<file path="config.mk">
export PLATFORM = sky130hd
export DESIGN_NAME = sequence_pattern_generator_flat
export DESIGN_NICKNAME = d
export VERILOG_FILES = /design/src/rtl/seq_pkg.sv /design/src/rtl/sequence_pattern_generator_if.sv /design/src/rtl/seq_piso.sv /design/src/rtl/sequence_pattern_generator.sv /design/src/flat_wrapper.sv
export SDC_FILE = /design/constraint.sdc
export NUM_CORES = 1
export LEC_CHECK = 0
export BUFFER_PORTS_ARGS = -buffer_cell sky130_fd_sc_hd__buf_2
export CAP_MARGIN = 20
export CORE_MARGIN = 2
export CORE_UTILIZATION = 53
export CTS_BUF_LIST = sky130_fd_sc_hd__clkbuf_8
export DETAILED_ROUTE_END_ITERATION = 6
export GPL_TIMING_DRIVEN = 1
export MAX_ROUTING_LAYER = met4
export PLACE_DENSITY = 0.86
export RECOVER_POWER = 25
export SLEW_MARGIN = 5
export SYNTH_ARGS = -nofsm -noshare
export SYNTH_HDL_FRONTEND = slang
export SYNTH_SLANG_ARGS = --single-unit
export TNS_END_PERCENT = 10
</file>
<file path="constraint.sdc">
create_clock -name clk -period 1.95 [get_ports clk]
set_clock_uncertainty 0.1 [all_clocks]
set_input_delay 0.195 -clock clk [delete_from_list [all_inputs] [get_ports clk]]
set_output_delay 0.195 -clock clk [all_outputs]
set_load 0.03 [all_outputs]
</file>
<file path="src/rtl/seq_pkg.sv">
// Shared definitions for the serial pattern generator and the bit-sequence detectors.
package seq_pkg;

    typedef enum logic [1:0] {
        IDLE = 2'b00,
        SEND = 2'b01,
        GAP  = 2'b10,
        DONE = 2'b11
    } seq_state_e;

    localparam logic IDLE_BIT_DEFAULT = 1'b1;

endpackage

</file>
<file path="src/rtl/sequence_pattern_generator_if.sv">
// Request/stream bundle between a stimulus controller and the pattern generator.
interface sequence_pattern_generator_if #(
    parameter int unsigned PAT_W = 3,
    parameter int unsigned CNT_W = 10,
    parameter int unsigned GAP_W = 4
);
    logic             start;
    logic             abort;
    logic [PAT_W-1:0] pattern;
    logic [CNT_W-1:0] reps;
    logic [GAP_W-1:0] gap;
    logic             x;
    logic             x_valid;
    logic             busy;
    logic             done;
    logic [CNT_W-1:0] sent_count;

    modport master (
        output start, abort, pattern, reps, gap,
        input  x, x_valid, busy, done, sent_count
    );

    modport slave (
        input  start, abort, pattern, reps, gap,
        output x, x_valid, busy, done, sent_count
    );
endinterface

</file>
<file path="src/rtl/seq_piso.sv">
// Parallel-in serial-out register, MSB first; the index wraps to the top on the last bit.
module seq_piso #(
    parameter int unsigned W = 3
) (
    input  logic         clk,
    input  logic         rst,
    input  logic         load,
    input  logic         shift,
    input  logic [W-1:0] din,
    output logic         dout,
    output logic         last
);
    localparam int unsigned   IW  = (W > 1) ? $clog2(W) : 1;
    localparam logic [IW-1:0] TOP = IW'(W - 1);

    logic [W-1:0]  data_q;
    logic [IW-1:0] idx_q;

    always_ff @(posedge clk) begin
        if (rst) begin
            data_q <= '0;
            idx_q  <= TOP;
        end else if (load) begin
            data_q <= din;
            idx_q  <= TOP;
        end else if (shift) begin
            // wrapping here lets back-to-back repetitions start without a reload
            idx_q <= (idx_q == '0) ? TOP : idx_q - 1'b1;
        end
    end

    assign dout = data_q[idx_q];
    assign last = (idx_q == '0);

endmodule

</file>
<file path="src/rtl/sequence_pattern_generator.sv">
// Serial stimulus source: repeats a latched pattern MSB-first with idle gaps, counting completed patterns.
module sequence_pattern_generator
    import seq_pkg::*;
#(
    parameter int unsigned PAT_W    = 3,
    parameter int unsigned CNT_W    = 10,
    parameter int unsigned GAP_W    = 4,
    parameter logic        IDLE_BIT = IDLE_BIT_DEFAULT
) (
    input  logic                            clk,
    input  logic                            rst,
    sequence_pattern_generator_if.slave     bus
);
    seq_state_e       state_q, state_d;
    logic [CNT_W-1:0] rep_left_q;
    logic [GAP_W-1:0] gap_q;
    logic [GAP_W-1:0] gap_cnt_q;
    logic [CNT_W-1:0] sent_count_q;

    logic load, shift, piso_bit, piso_last, accept;

    assign accept = bus.start && (bus.reps != '0);

    seq_piso #(.W(PAT_W)) u_piso (
        .clk   (clk),
        .rst   (rst),
        .load  (load),
        .shift (shift),
        .din   (bus.pattern),
        .dout  (piso_bit),
        .last  (piso_last)
    );

    always_ff @(posedge clk) begin
        if (rst) state_q <= IDLE;
        else     state_q <= state_d;
    end

    always_comb begin
        state_d = state_q;
        load    = 1'b0;
        shift   = 1'b0;
        if (bus.abort) begin
            state_d = IDLE;
        end else begin
            unique case (state_q)
                IDLE: if (accept) begin
                    state_d = SEND;
                    load    = 1'b1;
                end
                SEND: begin
                    shift = 1'b1;
                    if (piso_last) begin
                        if (rep_left_q == CNT_W'(1)) state_d = DONE;
                        else if (gap_q == '0)        state_d = SEND;
                        else                         state_d = GAP;
                    end
                end
                GAP:  if (gap_cnt_q == GAP_W'(1)) state_d = SEND;
                DONE: state_d = IDLE;
                default: state_d = IDLE;
            endcase
        end
    end

    always_ff @(posedge clk) begin
        if (rst) begin
            rep_left_q   <= '0;
            gap_q        <= '0;
            gap_cnt_q    <= '0;
            sent_count_q <= '0;
        end else if (!bus.abort) begin
            unique case (state_q)
                IDLE: if (accept) begin
                    rep_left_q <= bus.reps;
                    gap_q      <= bus.gap;
                end
                SEND: if (piso_last) begin
                    sent_count_q <= sent_count_q + 1'b1;
                    rep_left_q   <= rep_left_q - 1'b1;
                    gap_cnt_q    <= gap_q;
                end
                GAP:  gap_cnt_q <= gap_cnt_q - 1'b1;
                default: ;
            endcase
        end
    end

    assign bus.x          = (state_q == SEND) ? piso_bit : IDLE_BIT;
    assign bus.x_valid    = (state_q == SEND);
    assign bus.busy       = (state_q == SEND) || (state_q == GAP);
    assign bus.done       = (state_q == DONE);
    assign bus.sent_count = sent_count_q;

endmodule

</file>
<file path="src/flat_wrapper.sv">
// flat-port wrapper written by rule: the top's interface ports become plain ports
module sequence_pattern_generator_flat import seq_pkg::*;
#(
    parameter int unsigned PAT_W    = 3,
    parameter int unsigned CNT_W    = 10,
    parameter int unsigned GAP_W    = 4,
    parameter logic        IDLE_BIT = IDLE_BIT_DEFAULT
)
  (clk, rst, bus_start, bus_abort, bus_pattern, bus_reps, bus_gap, bus_x, bus_x_valid, bus_busy, bus_done, bus_sent_count);
  sequence_pattern_generator_if #(.PAT_W(PAT_W), .CNT_W(CNT_W), .GAP_W(GAP_W)) bus_i ();
  input  logic clk;
  input  logic rst;
  input wire logic [$bits(bus_i.start)-1:0] bus_start;
  input wire logic [$bits(bus_i.abort)-1:0] bus_abort;
  input wire logic [$bits(bus_i.pattern)-1:0] bus_pattern;
  input wire logic [$bits(bus_i.reps)-1:0] bus_reps;
  input wire logic [$bits(bus_i.gap)-1:0] bus_gap;
  output wire logic [$bits(bus_i.x)-1:0] bus_x;
  output wire logic [$bits(bus_i.x_valid)-1:0] bus_x_valid;
  output wire logic [$bits(bus_i.busy)-1:0] bus_busy;
  output wire logic [$bits(bus_i.done)-1:0] bus_done;
  output wire logic [$bits(bus_i.sent_count)-1:0] bus_sent_count;
  assign bus_i.start = bus_start;
  assign bus_i.abort = bus_abort;
  assign bus_i.pattern = bus_pattern;
  assign bus_i.reps = bus_reps;
  assign bus_i.gap = bus_gap;
  assign bus_x = bus_i.x;
  assign bus_x_valid = bus_i.x_valid;
  assign bus_busy = bus_i.busy;
  assign bus_done = bus_i.done;
  assign bus_sent_count = bus_i.sent_count;
  sequence_pattern_generator #(.PAT_W(PAT_W), .CNT_W(CNT_W), .GAP_W(GAP_W), .IDLE_BIT(IDLE_BIT)) u_core (.clk(clk), .rst(rst), .bus(bus_i));
endmodule
</file>
Yosys cells after proc, flatten, opt, wreduce, memory -nomap -nowiden. Index checks and enable logic that the tools add are counted. Widths: inputs -> output; s select.

Flip-flop bits (word level): 35. Bits in latches: 0. Memory bits (writable): 0. Memory bits (read-only): 0. Input bits: 21. Output and inout bits: 14. Logic and storage cells: 56. Memories kept: 0.

Add/subtract/negate cells: 4. Multipliers: 0. Div/mod/pow operators: 0. Order comparisons: 1. Equal/unequal tests: 8. Shifts and indexed selects: 0. Mux-type cells: 20. Bitwise gates (word level): 1. Reduce and logical (&&, ||, !) cells: 15.

Operators by type and width (number): $mux 10 (2); $pmux 10 s2 (1); $mux 2 (6); $reduce_and 3->1 (4); $add 10x1->10 const B (1); $eq 10x1->1 const B (1); $reduce_bool 10->1 (1); $sub 10x1->10 const B (1); $pmux 2 s4 (1); $pmux 4 s2 (1); $mux 1 (7); $ne 2x1->1 const B (3); $eq 2x2->1 const B (2); $eq 4x1->1 const B (1); $logic_not 2->1 (2); $logic_not 4->1 (1); $mux 4 (1); $reduce_and 4->1 (1); $reduce_bool 2->1 (2); $reduce_or 2->1 (2); $sub 4x1->4 const B (1); $lt 2x3->1 const B (1); $bmux 1 s2 (1); $eq 2x1->1 const B (1); 4 further kinds (4).

Logic depth before layout (Yosys ltp).
Depth after elaboration: 6. Depth in mapped cells: 7. Depth with buffers taken out: 6.

Modules after synthesis. A second synthesis with hierarchy kept.

Cell total of the unflattened synthesis: 242. Area total of the unflattened synthesis: 2078.2 um2.

Modules (own cells, without submodules): sequence_pattern_generator (times used 1, cells each 218, area an instance 1844.3 um2, seq. area each 600.6 um2); seq_piso (times used 1, cells each 24, area an instance 234.0 um2, seq. area each 100.1 um2).

Least setup slack after synthesis. No wires, ideal clock.

Kind: register -> register. From: reg u_core.state_q[1]. To: reg u_core.rep_left_q[0]. Library setup time: 86 ps. Arrival: 1875 ps. Required time: 1764 ps. Slack: -111 ps. Cell stages (with the launch flop): 8. Buffers on the path: 1. Clock period less this slack: 2061 ps. Cells stage by stage: dfxtp_1 inv_1 ha_1 nor2b_1 nor3_1 clkbuf_1 o211ai_1 a221oi_2.

Word-level cells in the longest chain between the ends: 3. Elaborated cells on any way between the ends: 7. Classes of those cells: 3 x eq/ne; 1 x mux; 3 x reduce/logical.

Ends and longest elaborated chain: from (decl) (line sequence_pattern_generator.sv:14) `seq_state_e state_q, state_d;`; from (signal assigned) (line sequence_pattern_generator.sv:36) `else state_q <= state_d;`; $eq 2x1->1 (*); net bus_x_valid (line flat_wrapper.sv:19) `output wire logic [$bits(bus_i.x_valid)-1:0] bus_x_valid;`; $ne 2x1->1 (no source line) or $reduce_bool 2->1 (tied branches); $reduce_and 4->1 (no source line); to (signal assigned) (line sequence_pattern_generator.sv:75) `rep_left_q <= bus.reps;`; to (signal assigned) (line sequence_pattern_generator.sv:80) `rep_left_q <= rep_left_q - 1'b1;`; to (decl) (line sequence_pattern_generator.sv:15) `logic [CNT_W-1:0] rep_left_q;`.

Mark *: on every way through the listed nets, which the timed path passes. The rest lies on a longest branch. A chain may end at the register's enable or synchronous reset.

Worst setup path in the final report.
From: reg u_core.rep_left_q[1]. To: reg u_core.rep_left_q[8].

Word-level cells in the longest chain between the ends: 3.

Ends and longest elaborated chain: $sub 10x1->10 (line sequence_pattern_generator.sv:80); $mux 10 (line sequence_pattern_generator.sv:78) `SEND: if (piso_last) begin`; $pmux 10 s2 (line sequence_pattern_generator.sv:73) `unique case (state_q)`.

No other way between the ends. The select of a mux whose other input is x is not followed.

==> run summary <==
GRT
--------------------------------------------------------------------------------
Overflow left after global routing ................................            0
Tot GR Track Use ..................................................        25.4%
Vias in the first global route ....................................         1830
Met3 Use GR .......................................................        4.56%
Peak-usage layer in the global routing report .....................         met2
First-pass GRT wire length ........................................      8440 um
Met2 track utilization from global routing ........................        41.2%
Number of antenna violations at the first check in global routing .            0
Maximum number of pins on one net before global-route repair ......           20
Met1 track demand over resource ...................................        32.5%

FINISH
--------------------------------------------------------------------------------
Most used cells in the layout excluding fill and tap cells ........ sky130_fd_sc_hd__buf_4 (37), sky130_fd_sc_hd__dfxtp_1 (35), sky130_fd_sc_hd__nor2_1 (25), sky130_fd_sc_hd__buf_2 (24), sky130_fd_sc_hd__inv_1 (15)
Area Growth Syn to Fin ............................................        27.5%
# fillers .........................................................          309
Ratio of cells with drive above 1 in the final layout .............        30.1%
Layout net count ..................................................          342
Leading cell type in the layout, fill and taps excluded ........... sky130_fd_sc_hd__buf_4
Count of non-filler cells in the finished layout ..................          357
Inserted Diodes ...................................................            0
Fin util ..........................................................        71.8%
Summed area of non-filler cells in the final layout ...............  0.00269 mm2

CLOCK TREE
--------------------------------------------------------------------------------
Clock tree from TritonCTS .........................................          yes
Clock-pin slew on the worst setup and hold paths ..................      0.07 ns
Worst-skew pair later-pin latency .................................      0.29 ns
Root buffer cell .................................................. sky130_fd_sc_hd__clkbuf_8
TritonCTS Buffers .................................................            5
Hold buffer count at CTS ..........................................            0
H-Tree Level Count ................................................            2
Clock buffer depth ................................................            2
Clock net sink count ..............................................           35
# Post-CTS Setup Buffers ..........................................            0

PLACEMENT
--------------------------------------------------------------------------------
Placement-stage cell area .........................................  0.00258 mm2
Placed Cells incl. Taps ...........................................          351
Quantity of I/O buffers inserted on ports .........................           34
Post-detailed-placement half-perimeter wirelength .................      3940 um
Final weighted congestion in routability-driven placement .........        0.930

POWER
--------------------------------------------------------------------------------
Static leakage power ..............................................      1.11 nW
Power Density .....................................................   676 mW/mm2
Worst vdd ir ......................................................     0.580 mV
Total power consumption of the routed design ......................      1.82 mW

CRITICAL PATH
--------------------------------------------------------------------------------
Critical Path Max Stage Delay .....................................      0.50 ns
Worst Setup Path Type ............................................. flop to flop
Element type at the critical path start ...........................         flop
CP Cell Sequence .................................................. inv_1 -> ha_1 -> or4b_4 -> buf_4 -> o31ai_2 -> nand3_1 -> a21oi_1
Critical Path End Type ............................................         flop
Maximum fanout count along the critical path ......................            5
CP Data Arrival Time ..............................................      2.03 ns
Highest-delay cell along the critical path ........................ sky130_fd_sc_hd__or4b_4
Critical path buffers and inverters ...............................            2
Gate family responsible for the most delay along the worst path ... simple AND/OR/NAND/NOR gates
Worst reg-to-reg setup slack ......................................      0.04 ns
Critical path data required time ..................................      2.07 ns

FLOORPLAN
--------------------------------------------------------------------------------
Die span in y .....................................................      67.1 um
Area of the die ...................................................  0.00450 mm2
Number of placed I/O pins .........................................           35
Cell row count ....................................................           22
Initial Util ......................................................        56.3%
Die span in x .....................................................      67.1 um
Placeable Area ....................................................  0.00374 mm2

TIMING
--------------------------------------------------------------------------------
Worst slew pin tran ...............................................     0.618 ns
Period Utilization, post-route ....................................        98.0%
Number of endpoints with negative hold slack in the final report ..            0
Final total negative setup slack ..................................         0 ns
Setup violators final .............................................            0
Worst slew margin relative to its limit ...........................        58.3%
Time the final worst path needs with I/O delays and setup .........      1.91 ns
Unrepaired setup endpoints after global routing ...................         true
Highest clock rate ................................................    0.523 GHz
Final-report max-slew violation count .............................            0

LOGIC SYNTHESIS
--------------------------------------------------------------------------------
Mux contribution to synthesized area ..............................        5.76%
Area share of the largest cell type after synthesis ...............        33.2%
Net Count, Synth ..................................................          276
Synthesis warning total ...........................................            0
Gate count of the mapped netlist ..................................          244
Sequential-to-total area share from yosys stat ....................        33.2%
XOR/XNOR share of the synthesized area ............................        3.32%
Netlist area before placement .....................................  0.00211 mm2
Number of flops mapped to enable cells by yosys ...................            0
Compound-gate portion of the synthesized area .....................        20.2%
Largest family of logic cells by synthesized area ................. simple AND/OR/NAND/NOR gates
Commonest register cell after synthesis ........................... sky130_fd_sc_hd__dfxtp_1
Adder-cell share of the synthesized area ..........................        6.53%
Avg Cell Area, Syn ................................................     8.64 um2
Cell type contributing the most total cell area after synthesis ... sky130_fd_sc_hd__dfxtp_1
Post-synthesis async set-or-reset flop share ......................           0%
Area fraction in and, or, nand and nor cells after synthesis ......        25.8%
Largest cells by area after synthesis ............................. sky130_fd_sc_hd__dfxtp_1 (33%), sky130_fd_sc_hd__ha_1 (6.5%), sky130_fd_sc_hd__mux2i_1 (5.2%), sky130_fd_sc_hd__nor2_1 (4.8%), sky130_fd_sc_hd__a21oi_1 (2.6%)
Yosys cell types ..................................................           60
Count of state elements after synthesis ...........................           35

STATUS
--------------------------------------------------------------------------------
Status ............................................................ finished, final reports clean

DRT
--------------------------------------------------------------------------------
Iteration count of the initial detailed-routing pass ..............            4
Violation count after the first detailed-routing iteration ........          164
Count of unresolved DRC violations after routing ..................            0
Post-detailed-route wirelength per cell ...........................      15.0 um
Vias after detailed routing .......................................         2087
Antenna Nets Post-Route ...........................................            0
Routed vias/inst ..................................................         5.85
Sum of routed wire length over all layers .........................      5360 um

MIN PATH
--------------------------------------------------------------------------------
Path class of the lowest-slack min-delay path ..................... primary input to flop

JOB
--------------------------------------------------------------------------------
Max-cap violations ................................................            0

[metal layers]
metal / up-vias / share of wire (%)
met3: 7 / 5.1
met1: 987 / 46
met5: - / 0
li1: 1029 / -
met2: 64 / 48
met4: 0 / 1.1
[path summary, 6_finish.rpt]
path / start / to / cells after the start
max reg2reg: u_core.rep_left_q[1] / u_core.rep_left_q[8] / 7
max: u_core.rep_left_q[1] / u_core.rep_left_q[8] / 7
min: bus_gap[1] / u_core.gap_q[1] / 3
min reg2reg: u_core.rep_left_q[8] / u_core.rep_left_q[8] / 2
[report_power, final]
group          total (mW)  switching (mW)  leakage, nW  internal, mW
Clock               0.475           0.242       0.0413         0.233
Sequential          0.782          0.0312        0.284         0.751
Combinational       0.560           0.294        0.789         0.265
[final cells by class]
cell class	instances	area (um2)	area share [%]
clock inverters	1	3.75	0.140
inverters	14	52.6	1.96
multi-input cells	182	1350	50.1
repair buffers	72	455	16.9
well taps	48	60.1	2.23
clock buffers	5	68.8	2.56
flip-flops and latches	35	701	26.1
[tightest hold or removal path: stages]
cell and delay [ns]:
sky130_fd_sc_hd__buf_2 0.07, sky130_fd_sc_hd__mux2i_1 0.05, sky130_fd_sc_hd__nor2_1 0.07
[cells by family (layout without fill, tap and decap cells)]
| logic type | after synthesis | in the layout |
|---|---|---|
| AO/OA/AOI/OAI | 52 | 52 |
| buffers and inverters | 27 | 92 |
| XOR/XNOR | 8 | 8 |
| adder cells (fa/ha/maj) | 11 | 11 |
| flip-flops | 35 | 35 |
| AND/OR/NAND/NOR | 99 | 99 |
| multiplexers | 12 | 12 |
[cell usage after synthesis (2+ instances only)]
cell type	number
sky130_fd_sc_hd__xor2_1	4
sky130_fd_sc_hd__nand3b_1	3
sky130_fd_sc_hd__o41ai_1	2
sky130_fd_sc_hd__o21ai_0	5
sky130_fd_sc_hd__or4_1	4
sky130_fd_sc_hd__nor3_1	7
sky130_fd_sc_hd__o211ai_1	2
sky130_fd_sc_hd__clkbuf_1	11
sky130_fd_sc_hd__nor3b_1	2
sky130_fd_sc_hd__xnor2_1	4
sky130_fd_sc_hd__or2_2	2
sky130_fd_sc_hd__ha_1	11
sky130_fd_sc_hd__o31a_1	2
sky130_fd_sc_hd__a21oi_1	11
sky130_fd_sc_hd__o21a_1	2
sky130_fd_sc_hd__mux2i_1	11
sky130_fd_sc_hd__o31ai_1	4
sky130_fd_sc_hd__nand3_1	9
sky130_fd_sc_hd__and4_1	2
sky130_fd_sc_hd__a32o_1	3
sky130_fd_sc_hd__a31o_2	2
sky130_fd_sc_hd__a31oi_1	2
sky130_fd_sc_hd__nor2_1	27
sky130_fd_sc_hd__nor2b_1	5
sky130_fd_sc_hd__inv_1	14
sky130_fd_sc_hd__or3_1	3
sky130_fd_sc_hd__nand4_1	4
sky130_fd_sc_hd__dfxtp_1	35
sky130_fd_sc_hd__nand2b_1	2
sky130_fd_sc_hd__nor4_1	7
sky130_fd_sc_hd__nand2_1	13
[registers in the layout, indices dropped and copies added, names as in the netlist]
| name | flops |
|---|---|
| u_core.bus.sent_count | 10 |
| u_core.gap_q | 4 |
| u_core.u_piso.idx_q | 2 |
| u_core.rep_left_q | 10 |
| u_core.state_q | 2 |
| u_core.u_piso.data_q | 3 |
| u_core.gap_cnt_q | 4 |
[metrics by stage]
step	hold slack (ns)	worst slack, ns
after floorplan	0.242	-0.00949
after global placement	0.327	0.0315
after detailed placement	0.337	0.0115
after CTS	0.0430	-0.0183
after global routing	0.0436	-0.0513
final	0.0436	0.0394
[repair_timing]
item                       4_1_cts  5_1_grt
resized for setup                1       12
pin swaps                        0        2
setup endpoints to repair        5       16
Power figures use the tool's default switching activity.
